File: src/rtl/cpu_run_ctrl.sv
`default_nettype none
// ============================================================================
// Module   : cpu_run_ctrl
// Purpose  : run / single-step / PC-breakpoint clock-enable controller for the soft CPU
// Revision : 1.0
// ============================================================================
module cpu_run_ctrl #(
    parameter int DIV        = 100,
    parameter int DEB_CYCLES = 16
) (
    input  logic        clk,
    input  logic        rst,
    input  logic        run_sw,
    input  logic        step_btn,
    input  logic        bp_en,
    input  logic [31:0] bp_addr,
    input  logic [31:0] pc,
    output logic        cpu_ce,
    output logic [1:0]  state,
    output logic        halted,
    output logic [31:0] ce_count
);

    localparam int DIV_W = (DIV > 1) ? $clog2(DIV) : 1;
    localparam int DEB_W = (DEB_CYCLES > 1) ? $clog2(DEB_CYCLES) : 1;
    localparam logic [DIV_W-1:0] DIV_LAST = DIV_W'(DIV - 1);
    localparam logic [DEB_W-1:0] DEB_LAST = DEB_W'(DEB_CYCLES - 1);

    typedef enum logic [1:0] {
        S_HALT = 2'b00,
        S_RUN  = 2'b01,
        S_STEP = 2'b10,
        S_BRK  = 2'b11
    } state_t;

    state_t           cur_state;
    state_t           nxt_state;
    logic [1:0]       run_sync;
    logic [1:0]       step_sync;
    logic             run_s;
    logic             step_s;
    logic             deb_level;
    logic             deb_prev;
    logic [DEB_W-1:0] deb_cnt;
    logic             step_req;
    logic [DIV_W-1:0] div_cnt;
    logic             tick;
    logic             bp_hit;
    logic             ce_next;

    always_ff @(posedge clk or posedge rst) begin
        if (rst) begin
            run_sync  <= 2'b00;
            step_sync <= 2'b00;
        end else begin
            run_sync  <= {run_sync[0], run_sw};
            step_sync <= {step_sync[0], step_btn};
        end
    end

    assign run_s  = run_sync[1];
    assign step_s = step_sync[1];

    // The accepted level flips only after DEB_CYCLES consecutive disagreeing samples.
    always_ff @(posedge clk or posedge rst) begin
        if (rst) begin
            deb_level <= 1'b0;
            deb_prev  <= 1'b0;
            deb_cnt   <= '0;
        end else begin
            deb_prev <= deb_level;
            if (step_s != deb_level) begin
                if (deb_cnt == DEB_LAST) begin
                    deb_level <= step_s;
                    deb_cnt   <= '0;
                end else begin
                    deb_cnt <= deb_cnt + 1'b1;
                end
            end else begin
                deb_cnt <= '0;
            end
        end
    end

    assign step_req = deb_level & ~deb_prev;

    // Held at zero outside RUN so every entry to RUN starts a full period.
    always_ff @(posedge clk or posedge rst) begin
        if (rst) begin
            div_cnt <= '0;
        end else if ((cur_state != S_RUN) || (div_cnt == DIV_LAST)) begin
            div_cnt <= '0;
        end else begin
            div_cnt <= div_cnt + 1'b1;
        end
    end

    assign tick   = (cur_state == S_RUN) && (div_cnt == DIV_LAST);
    assign bp_hit = bp_en && (pc == bp_addr);

    always_comb begin
        nxt_state = cur_state;
        ce_next   = 1'b0;
        case (cur_state)
            S_HALT: begin
                if (run_s) begin
                    nxt_state = S_RUN;
                end else if (step_req) begin
                    nxt_state = S_STEP;
                end
            end
            S_RUN: begin
                if (!run_s) begin
                    nxt_state = S_HALT;
                end else if (tick) begin
                    if (bp_hit) begin
                        nxt_state = S_BRK;
                    end else begin
                        ce_next = 1'b1;
                    end
                end
            end
            S_STEP: begin
                ce_next   = 1'b1;
                nxt_state = S_HALT;
            end
            S_BRK: begin
                if (!run_s) begin
                    nxt_state = S_HALT;
                end else if (step_req) begin
                    nxt_state = S_STEP;
                end
            end
            default: begin
                nxt_state = S_HALT;
            end
        endcase
    end

    always_ff @(posedge clk or posedge rst) begin
        if (rst) begin
            cur_state <= S_HALT;
            cpu_ce    <= 1'b0;
            ce_count  <= 32'd0;
        end else begin
            cur_state <= nxt_state;
            cpu_ce    <= ce_next;
            ce_count  <= ce_count + {31'd0, ce_next};
        end
    end

    assign state  = cur_state;
    assign halted = (cur_state == S_HALT) || (cur_state == S_BRK);

endmodule
`default_nettype wire

File: config.mk
export PLATFORM = sky130hd
export DESIGN_NAME = cpu_run_ctrl
export DESIGN_NICKNAME = d
export VERILOG_FILES = /design/src/rtl/cpu_run_ctrl.sv
export SDC_FILE = /design/constraint.sdc
export NUM_CORES = 1
export LEC_CHECK = 0
export BUFFER_PORTS_ARGS = -buffer_cell sky130_fd_sc_hd__buf_2
export CAP_MARGIN = 25
export CORE_MARGIN = 4
export CORE_UTILIZATION = 44
export CTS_CLUSTER_DIAMETER = 50
export DETAILED_ROUTE_END_ITERATION = 12
export GPL_ROUTABILITY_DRIVEN = 0
export PLACE_DENSITY = 0.86
export SYNTH_ARGS = -nofsm -noshare
export SYNTH_HDL_FRONTEND = slang
export SYNTH_SLANG_ARGS = --single-unit
File: constraint.sdc
create_clock -name clk -period 2.8 [get_ports clk]
set_input_delay 0.42 -clock clk [delete_from_list [all_inputs] [get_ports clk]]
set_output_delay 0.42 -clock clk [all_outputs]
set_load 0.03 [all_outputs]
# --- Yosys cells after proc, flatten, opt, wreduce, memory -nomap -nowiden ---
# Index checks and enable logic that the tools add are counted.
# Widths: inputs -> output; s select.
word_totals:
  regBits: 52
  latchBits: 0
  ramBits: 0
  romBits: 0
  in_bits: 69
  output_inout_bits: 36
  mem_count: 0
op_classes:
  addsub: 3
  multipliers: 0
  n_div: 0
  magnitude_cmp: 0
  eq_ne: 10
  shifts: 0
  muxes: 14
  n_bitwise: 2
  n_reduce_logical: 7
ops:
  columns: ["cell", "n"]
  rows:
  - ["$add 32x1->32", 1]
  - ["$eq 32x32->1", 1]
  - ["$mux 2", 6]
  - ["$mux 4", 2]
  - ["$pmux 2 s4", 1]
  - ["$add 7x1->7 const B", 1]
  - ["$eq 7x7->1 const B", 1]
  - ["$mux 7", 1]
  - ["$ne 3x3->1 const B", 2]
  - ["$add 4x1->4 const B", 1]
  - ["$eq 2x2->1 const B", 2]
  - ["$eq 4x4->1 const B", 1]
  - ["$reduce_and 2->1", 2]
  - ["$mux 1", 3]
  - ["$eq 2x1->1 const B", 1]
  - ["$logic_and 1x1->1", 2]
  - ["$logic_not 2->1", 1]
  - ["$logic_or 1x1->1", 2]
  - ["$ne 2x1->1 const B", 1]
  - ["$pmux 1 s2", 1]
  - ["$and 1x1->1", 1]
  - ["$ne 1x1->1", 1]
  - ["$not 1->1", 1]

# --- Depth between registers and ports, before layout ---
# Gate-level depths: netlist of run 1.
logic_depth:
  word_depth: 7
  mapped_depth: 13
  ltp_nobuf: 13

# --- Least setup slack after synthesis of run 1 ---
# No wires, ideal clock.
synth_timing:
  kind: "register -> register"
  startpoint: "register cur_state[0] (netlist: state[0])"
  endpoint: "register ce_count[30]"
  setup_ns: 0.134
  t_arrival_ns: 2.854
  slack_ns: -0.188
  path_stages_with_launch: 13
  period_less_slack_ns: 2.988
  cell_sequence: "dfrtp_1 -> inv_1 -> ha_1 -> inv_1 -> a2111oi_0 -> a21o_1 -> ha_1 -> ha_1 -> and3_1 -> nand4_2 -> nor2_2 -> nand4_1 -> xnor2_1"
synth_between:
  elab_chain_len: 6
  elab_cells_between_ends: 7
  classes_between: "1 x add/sub; 2 x eq/ne; 3 x mux; 1 x reduce/logical"
synth_rtl:
  columns: ["element", "line_no", "source"]
  rows:
  - ["from (decl)", "36", "state_t cur_state;"]
  - ["from (signal assigned)", "146", "cur_state <= nxt_state;"]
  - ["$eq 2x1->1", "98, 104", null]
  - ["$logic_and 1x1->1", "98", "assign tick = (cur_state == S_RUN) && (div_cnt == DIV_LAST);"]
  - ["$mux 1", "115", "end else if (tick) begin"]
  - ["$mux 1", "113", "if (!run_s) begin"]
  - ["$pmux 1 s2 *", "104", "case (cur_state)"]
  - ["net ce_next", "49", "logic ce_next;"]
  - ["$add 32x1->32 *", "148", "ce_count <= ce_count + {31'd0, ce_next};"]
  - ["to (signal assigned)", "148", null]
  - ["to (decl)", "21", "output logic [31:0] ce_count"]
# The timed path passes the listed nets; every way through them passes the cells marked *.
# A chain may end at the register's enable or synchronous reset.

# --- Worst setup path in the final report of run 1 ---
layout_timing:
  startpoint: "register div_cnt[2]"
  endpoint: "register ce_count[30]"
layout_between:
  elab_chain_len: 6
layout_rtl:
  columns: ["element", "line_no", "source"]
  rows:
  - ["from (decl)", "46", "logic [DIV_W-1:0] div_cnt;"]
  - ["from (signal assigned)", "94", "div_cnt <= div_cnt + 1'b1;"]
  - ["$eq 7x7->1", "98", null]
  - ["$logic_and 1x1->1", "98", null]
  - ["$mux 1", "115", null]
  - ["$mux 1", "113", null]
  - ["$pmux 1 s2", "104", null]
  - ["net ce_next", "49", null]
  - ["$add 32x1->32", "148", null]
# The timed path passes the listed nets, and every way through them passes these cells.

==> flow_summary.ini, run 1 <==
[run_status]
status = finished, final reports clean

[cts]
cts.clk_slew.worst_paths_ps = 90
cts_buffers = 5
htree_levels = 2
insertion_delay_ps = 300
holdBufCountCts = 0
clockBufferDepth = 2
cts_tree = built
clkSinkCount = 52
root_buffer = clkbuf_8

[routing]
vias_per_cell = 4.923
vias = 2181
ant_nets = 0
firstDrtPassIters = 4
routed_wl_um = 5920
route.met3.wl_um = 215
wl_per_cell_um = 13.36
drc = 0
route.met2.wl_um = 3192
routed.top_layer = met4
wl_met1_um = 2473
drt-initial-drc-count = 59

[setup_path]
start_kind = flop
critPathMaxStageDelay_ps = 400
worstPathArrival_ps = 2760
slowest_stage = dfrtp_1
end_kind = flop
path_cells = nor4b_2 > nand3_1 > a2111oi_2 > a21o_1 > ha_2 > ha_4 > and3_4 > nand4_4 > nor2_4 > nand4_1 > xnor2_1
path_buf_inv = 0
path_class = reg -> reg
worstPathMaxFanout = 4
cp.required_ps = 2990
cp_top_family = simple AND/OR/NAND/NOR gates

[global_route]
grt_pass1_vias = 2248
grt_max_degree = 23
grt_pass1_wl_um = 10110
overflow = 0
grt_antenna_before_repair = 0
grt_usage_pct = 16.73

[synth]
async_flop_share_pct = 100.0
synthCells = 245
ys_warn_count = 0
synthesis.area_um2 = 2650
syn-num-nets = 322
ys_seq_area_share_pct = 49.10
avgSynthCellArea_um2 = 10.82
synth_edf_count = 0
ys_ff_latch = 52
synth_ff_type = dfrtp_1
ys_types = 35

[power]
total_power_mw = 1.934
power_density_nw_per_um2 = 549.6
ir_drop_v = 0.0003560
leakage_nw = 1.764

[timing]
setup_viol_count_final = 0
final.setup.tns_ps = 0
hold_violations = 0
skew_ps = 10.61
slew_headroom_pct = 69.63
rsz0062_at_grt = false
max_freq_ghz = 0.3884
min_period_ps = 2574
hold_ws_ps = 119.7
slew_violations = 0
post-route-period-util_pct = 91.94
worst_pin_slew_ps = 454.9

[place]
dpl.hpwl_um = 4811
port_buffers = 104
placedCellCount = 433

[finish]
final_layout_size_suffix_gt1_share_pct = 39.13
area_growth_pct = 32.77
final_cells = 443
nFillCells = 503
antenna_cells = 0
utilization_pct = 59.78
finalNetCount = 444

[die]
coreArea_um2 = 5886
die_area_um2 = 7328
fp.dieW_um = 85.61
die_h_um = 85.61
num_rows = 28
start_util_pct = 45.03
io_pins = 105

[flow_run]
maxCapViolCount = 0

[worst_hold_path]
hp-class = in -> async
## cells in the final DEF (no fill, tap or decap), drive strengths merged, types with 5 or more instances in the layout
master / n
nor2: 23
buf: 115
nand3: 17
o21ai: 5
ha: 8
nand4: 11
nand2: 19
clkbuf: 6
and3: 8
xnor2: 45
xor2: 23
dfrtp: 52
inv: 6
## metrics by stage
stage,area [µm²],setup slack [ps]
floorplan,2656,18.90
global placement,3338,23.83
CTS,3446,33.42
global route,3518,36.23
detailed placement,3338,-67.71
finish,3518,225.5
## report_power, final
part	switching [mW]	internal [mW]	leakage, nW
clock	0.234	0.266	0.0552
sequential	0.0684	0.813	0.702
combinational	0.326	0.227	1.01
total	0.628	1.31	1.76
## final timing paths
kind	from	to	slack, ps	cells past startpoint
min	rst	ce_count[29]	120	2
max	div_cnt[2]	ce_count[30]	230	11
max in group asynchronous	rst	ce_count[2]	2100	3
min in group clk	run_sw	run_sync[0]	220	1
min reg2reg	step_sync[0]	step_sync[1]	360	0
max reg2reg	div_cnt[2]	ce_count[30]	230	11
## worst reg2reg max path: stages (launching register included)
cell	delay [ps]
dfrtp_1	400
nor4b_2	270
nand3_1	170
a2111oi_2	360
a21o_1	150
ha_2	220
ha_4	150
and3_4	200
nand4_4	140
nor2_4	160
nand4_1	120
xnor2_1	140
## what timing repair did
action	CTS	global route
resized for setup	0	10
endpoints found under the setup margin	0	15
setup buffers	0	2
## area by class of cell
type                    instances  area (µm²)  area share, %
clock buffers                   6       72.57          2.063
well taps                      75       93.84          2.667
multi-input cells             187        1388          39.44
clock inverters                 2       35.03         0.9957
flip-flops and latches         52        1304          37.06
inverters                       6       22.52         0.6401
repair buffers                115       603.1          17.14
## sequential cells by signal (all words and copies together) (netlist names)
signal	flops
ce_count	32
cpu_ce	1
deb_cnt	4
deb_level	1
deb_prev	1
div_cnt	7
run_sync	2
state	2
step_sync	2
## synthesized netlist by cell type, drive strengths merged (3+ instances only)
cell type | n | area, µm²
inv | 6 | 22.52
nand3 | 17 | 85.08
o21ai | 5 | 25.02
ha | 8 | 100.1
dfrtp | 52 | 1301
and4 | 3 | 28.78
and3 | 8 | 55.05
nor2b | 3 | 18.77
nand4 | 11 | 75.07
nor4 | 3 | 25.02
nor2 | 23 | 96.34
a21oi | 4 | 20.02
xnor2 | 45 | 394.1
nand2 | 19 | 71.32
xor2 | 23 | 201.4
## layer usage
layer	vias up	GRT usage, %
li1	1077	-
met1	1068	21.25
met2	31	29.80
met3	5	3.458
met4	0	2.878
met5	-	0
## cell families after synthesis
family,synth area share [%]
AO/OA/AOI/OAI,3.919
XOR/XNOR,22.47
adder cells (fa/ha/maj),3.777
buffers and inverters,0.8498
flip-flops,49.10
multiplexers,0.4249
AND/OR/NAND/NOR,19.45
Power figures use the tool's default switching activity.
==> inputs of run 2 (changes only) <==
==> constraint.sdc (replaced) <==
create_clock -name clk -period 2.8 [get_ports clk]
set_input_delay 0.42 -clock clk [delete_from_list [all_inputs] [get_ports clk]]
set_output_delay 0.42 -clock clk [all_outputs]
set_load 0.005 [all_outputs]
==> run 2 against run 1 <==
Register-to-register slack about the same. Routed wire length down 2.3%. Sequential share of layout area up 0.18 points. Worst hold slack better by 110 ps. Clock skew down 4.8 ps. Non-clock buffer count down 1. Critical path type unchanged.
==> flow_summary.ini, run 2 (same netlist as run 1, synthesis figures left out) <==
[cts]
cts.clk_slew.worst_paths_ps = 90
htree_levels = 2
root_buffer = clkbuf_8
insertion_delay_ps = 290
cts_buffers = 5
cts_tree = built
clkSinkCount = 52
clockBufferDepth = 2
post-cts-setup-buffers = 0

[routing]
drc = 0
wl_per_cell_um = 13.09
vias = 2164
vias_per_cell = 4.896
ant_nets = 0
drt-initial-drc-count = 83
firstDrtPassIters = 4
routed_wl_um = 5785

[power]
power_density_nw_per_um2 = 527.6
leakage_nw = 1.774
internal-power_mw = 1.329
pwr-share-seq_pct = 46.7
p_sw_share_pct = 27.93
ir_drop_v = 0.0003524
total_power_mw = 1.844
combPwrFrac_pct = 23.4
p_sw_mw = 0.5150
clkPwrFrac_pct = 29.9

[setup_path]
worstPathMaxFanout = 4
r2r-end = ce_count[30]
regToRegSetupSlack_ps = 230
start_kind = flop
worstPathArrival_ps = 2760
reg2reg_depth = 11
cp-startpoint = div_cnt[2]
path_class = reg -> reg
r2r_start = div_cnt[2]
end_kind = flop
cp.required_ps = 2990

[finish]
final_layout_size_suffix_gt1_share_pct = 37.33
finalNetCount = 443
largest_register_ffs = 32
final_cell_mix = buf_2, dfrtp_1, xnor2_1
utilization_pct = 59.38
antenna_cells = 0
area_growth_pct = 31.87
final_common_cell = buf_2
final_cells = 442
largest_register = ce_count
reg_top3 = ce_count x32, div_cnt x7, deb_cnt x4
nFillCells = 503

[die]
start_util_pct = 45.03
fp.dieW_um = 85.61
io_pins = 105
die_h_um = 85.61
num_rows = 28
die_area_um2 = 7328
coreArea_um2 = 5886

[global_route]
grt_pass1_vias = 2345
grt_antenna_before_repair = 0
grt_usage_pct = 16.17
grt_pass1_wl_um = 9839
grt_max_degree = 53
overflow = 0

[run_status]
status = finished, final reports clean

[timing]
worst_pin_slew_ps = 643.8
rsz0062_at_grt = false
skew_ps = 5.787
worst_slack_ps = 230.3
hold_violations = 0
setup_viol_count_final = 0
slew_headroom_pct = 57.08
post-route-period-util_pct = 91.78
min_period_ps = 2570
hold_ws_ps = 227.9
slew_violations = 0
max_freq_ghz = 0.3892

[place]
placedCellCount = 434
post-place-ws_ps = -68.22
dpl.hpwl_um = 4682
port_buffers = 104

[worst_hold_path]
whs_path_depth = 1
hold_end = run_sync[0]
worst_hold_startpoint = run_sw
hp-class = in -> reg

[flow_run]
maxCapViolCount = 0
## run 2: layout make-up
type                            count  area [µm²]  area share, %
Clock buffer                        7       96.34          2.757
Clock inverter                      1       30.03         0.8593
Inverter                            6       22.52         0.6445
Multi-Input combinational cell    187        1355          38.78
Sequential cell                    52        1301          37.24
Tap cell                           75       93.84          2.685
Timing Repair Buffer              114       595.6          17.04
## run 2: per-stage QoR
step | instance area (µm²) | TNS (ps)
finish | 3495 | 0
global route | 3495 | 0
global placement | 3339 | 0
floorplan | 2650 | 0
CTS | 3466 | 0
detailed placement | 3339 | -308.9
## run 2: worst max-delay path by stage
stage / slack [ps] / to
finish: 230 / ce_count[30]
global route: 30 / ce_count[30]
CTS: 50 / ce_count[30]
detailed placement: -70 / ce_count[30]
global placement: 0.6 / ce_count[30]
floorplan: 170 / ce_count[30]
## run 2: critical path, stage by stage (launching register included)
cell and delay (ps):
dfrtp_1 400, nor4b_2 300, nand3_1 170, a2111oi_2 300, a21o_1 150, ha_1 190, ha_1 170, and3_1 240
nand4_4 160, nor2_4 130, nand4_1 120, xnor2_1 140
## run 2: what timing repair did
| item | CTS | global route |
|---|---|---|
| resized for setup | 0 | 6 |
| endpoints found under the setup margin | 0 | 13 |
| hold buffers | 0 | 0 |
## run 2: metal layers
layer	vias to the layer above	global-route usage (%)	wire length (µm)
li1	1080	-	-
met1	1035	19.33	2468
met2	47	29.80	3025
met3	2	3.458	278
met4	0	3.453	14
met5	-	0	0
## run 2: power by group through the flow
stage	clock network, mW	logic [mW]	registers [mW]
global route	0.591	0.489	0.872
finish	0.551	0.431	0.861
floorplan	0	0.216	0.882
detailed placement	0	0.429	0.875
CTS	0.562	0.431	0.861
global placement	0	0.411	0.873
==> inputs of run 3 (changes only) <==
- SETUP_SLACK_MARGIN: unset -> 0.5
==> run 3 against run 2 <==
Die area unchanged. Combinational power grew 20%. Global-route usage is 1.3 points higher. Via count is 4.0% higher. Fmax rose by 8.3%. Clock-buffer cell count is 1 higher. Largest cell class unchanged. Highest routed layer unchanged.
==> flow_summary.ini, run 3 (same netlist as run 1, synthesis figures left out) <==
[finish]
utilization_pct = 62.29
multiInputGateArea_um2 = 1520
nFillCells = 477
largest_register = ce_count
final_cells = 447
area_growth_pct = 38.34
final_cell_mix = buf_2, dfrtp_1, xnor2_1
design_area_um2 = 3666
finalNetCount = 448
final_common_cell = buf_2
register_area_um2 = 1303
final_layout_size_suffix_gt1_share_pct = 43.82
largest_register_ffs = 32
reg_top3 = ce_count x32, div_cnt x7, deb_cnt x4
antenna_cells = 0

[die]
die_h_um = 85.61
fp.dieW_um = 85.61
io_pins = 105
num_rows = 28
die_area_um2 = 7328
coreArea_um2 = 5886
start_util_pct = 45.03

[place]
port_buffers = 104
post-place-ws_ps = 106.7
dpl.hpwl_um = 4713
placedCellCount = 426
place_area_um2 = 3359

[setup_path]
worstPathArrival_ps = 2560
worstPathMaxFanout = 4
start_kind = flop
path_class = reg -> reg
cp.required_ps = 2980
cp-startpoint = state[1]
end_kind = flop
regToRegSetupSlack_ps = 430
r2r_start = state[1]

[global_route]
grt_pass1_vias = 2318
grt_max_degree = 53
grt_pass1_wl_um = 10340
grt_usage_pct = 17.43
overflow = 0
grt_antenna_before_repair = 0

[timing]
worst_pin_slew_ps = 652.1
worst_slack_ps = 426.3
final.setup.tns_ps = 0
post-route-period-util_pct = 84.77
setup_viol_count_final = 0
max_freq_ghz = 0.4213
slew_headroom_pct = 56.53
hold_ws_ps = 224.8
hold_violations = 0
rsz0062_at_grt = true
min_period_ps = 2374
slew_violations = 0
skew_ps = 5.537

[power]
ir_drop_v = 0.0002453
power_density_nw_per_um2 = 497.0
leakage_nw = 1.854
total_power_mw = 1.822

[cts]
cts_buffers = 5
insertion_delay_ps = 300
cts.clk_slew.worst_paths_ps = 80
holdBufCountCts = 0
root_buffer = clkbuf_8
clockBufferDepth = 2
cts_tree = built
htree_levels = 2
clkSinkCount = 52

[run_status]
status = finished, final reports clean

[flow_run]
maxCapViolCount = 0

[worst_hold_path]
hp-class = in -> reg
worst_hold_startpoint = run_sw

[routing]
vias = 2251
ant_nets = 0
firstDrtPassIters = 4
wl_per_cell_um = 14.16
vias_per_cell = 5.036
routed_wl_um = 6329
drc = 0
drt-initial-drc-count = 132
==> run 3: cell count changes in the layout (fill, tap and decap cells not counted), moves of 2 or more <==
cell / change
buf_4: +4
clkbuf_1: +2
ha_1: -4
ha_4: +4
inv_1: -3
inv_2: +3
nand2_1: -3
nand2_2: +2
nand3_1: -5
nand3_2: +5
nor2_4: +2
xnor2_1: -4
xnor2_2: +4
==> run 3: what timing repair did <==
item	4_1_cts	5_1_grt
buffers inserted	8	5
resized for setup	9	16
endpoints found under the setup margin	22	23
pin swaps	6	9
gates cloned	0	0
==> run 3: path summary, 6_finish.rpt <==
kind,to,depth (start not counted)
worst max register to register,ce_count[30],12
min in group asynchronous,ce_count[29],3
max in group asynchronous,state[0],3
worst min register to register,step_sync[1],0
worst min-delay path,run_sync[0],1
worst max-delay path,ce_count[30],12
==> run 3: layer usage <==
layer	up-vias	global-route usage, %	part of all wire, %
li1	1090	-	-
met2	52	30.86	54
met1	1090	20.42	39
met3	19	3.842	4.4
met5	-	0	0
met4	0	7.050	2.6
==> run 3: layout make-up <==
cell class                 instances  share of cell area [%]
timing repair buffer             119                   17.37
clock buffer                       8                   2.457
multi-input combinational        187                   41.47
inverter                           6                  0.6143
sequential                        52                   35.53
tap                               75                   2.560
==> run 3: report_power, final <==
group	internal [mW]	total, mW	leakage, nW	switching [mW]
clock network	0.202	0.426	0.0455	0.225
registers	0.812	0.876	0.703	0.0644
logic	0.252	0.519	1.11	0.267
==> run 3: worst max-delay path: stages (launching register included) <==
cell and delay (ps):
dfrtp_1 400, inv_2 80, ha_4 270, inv_2 40
a2111oi_4 300, a21o_1 160, ha_4 170, ha_4 130
and3_4 200, nand4_4 130, nor2_4 130, nand4_1 110
xnor2_1 140
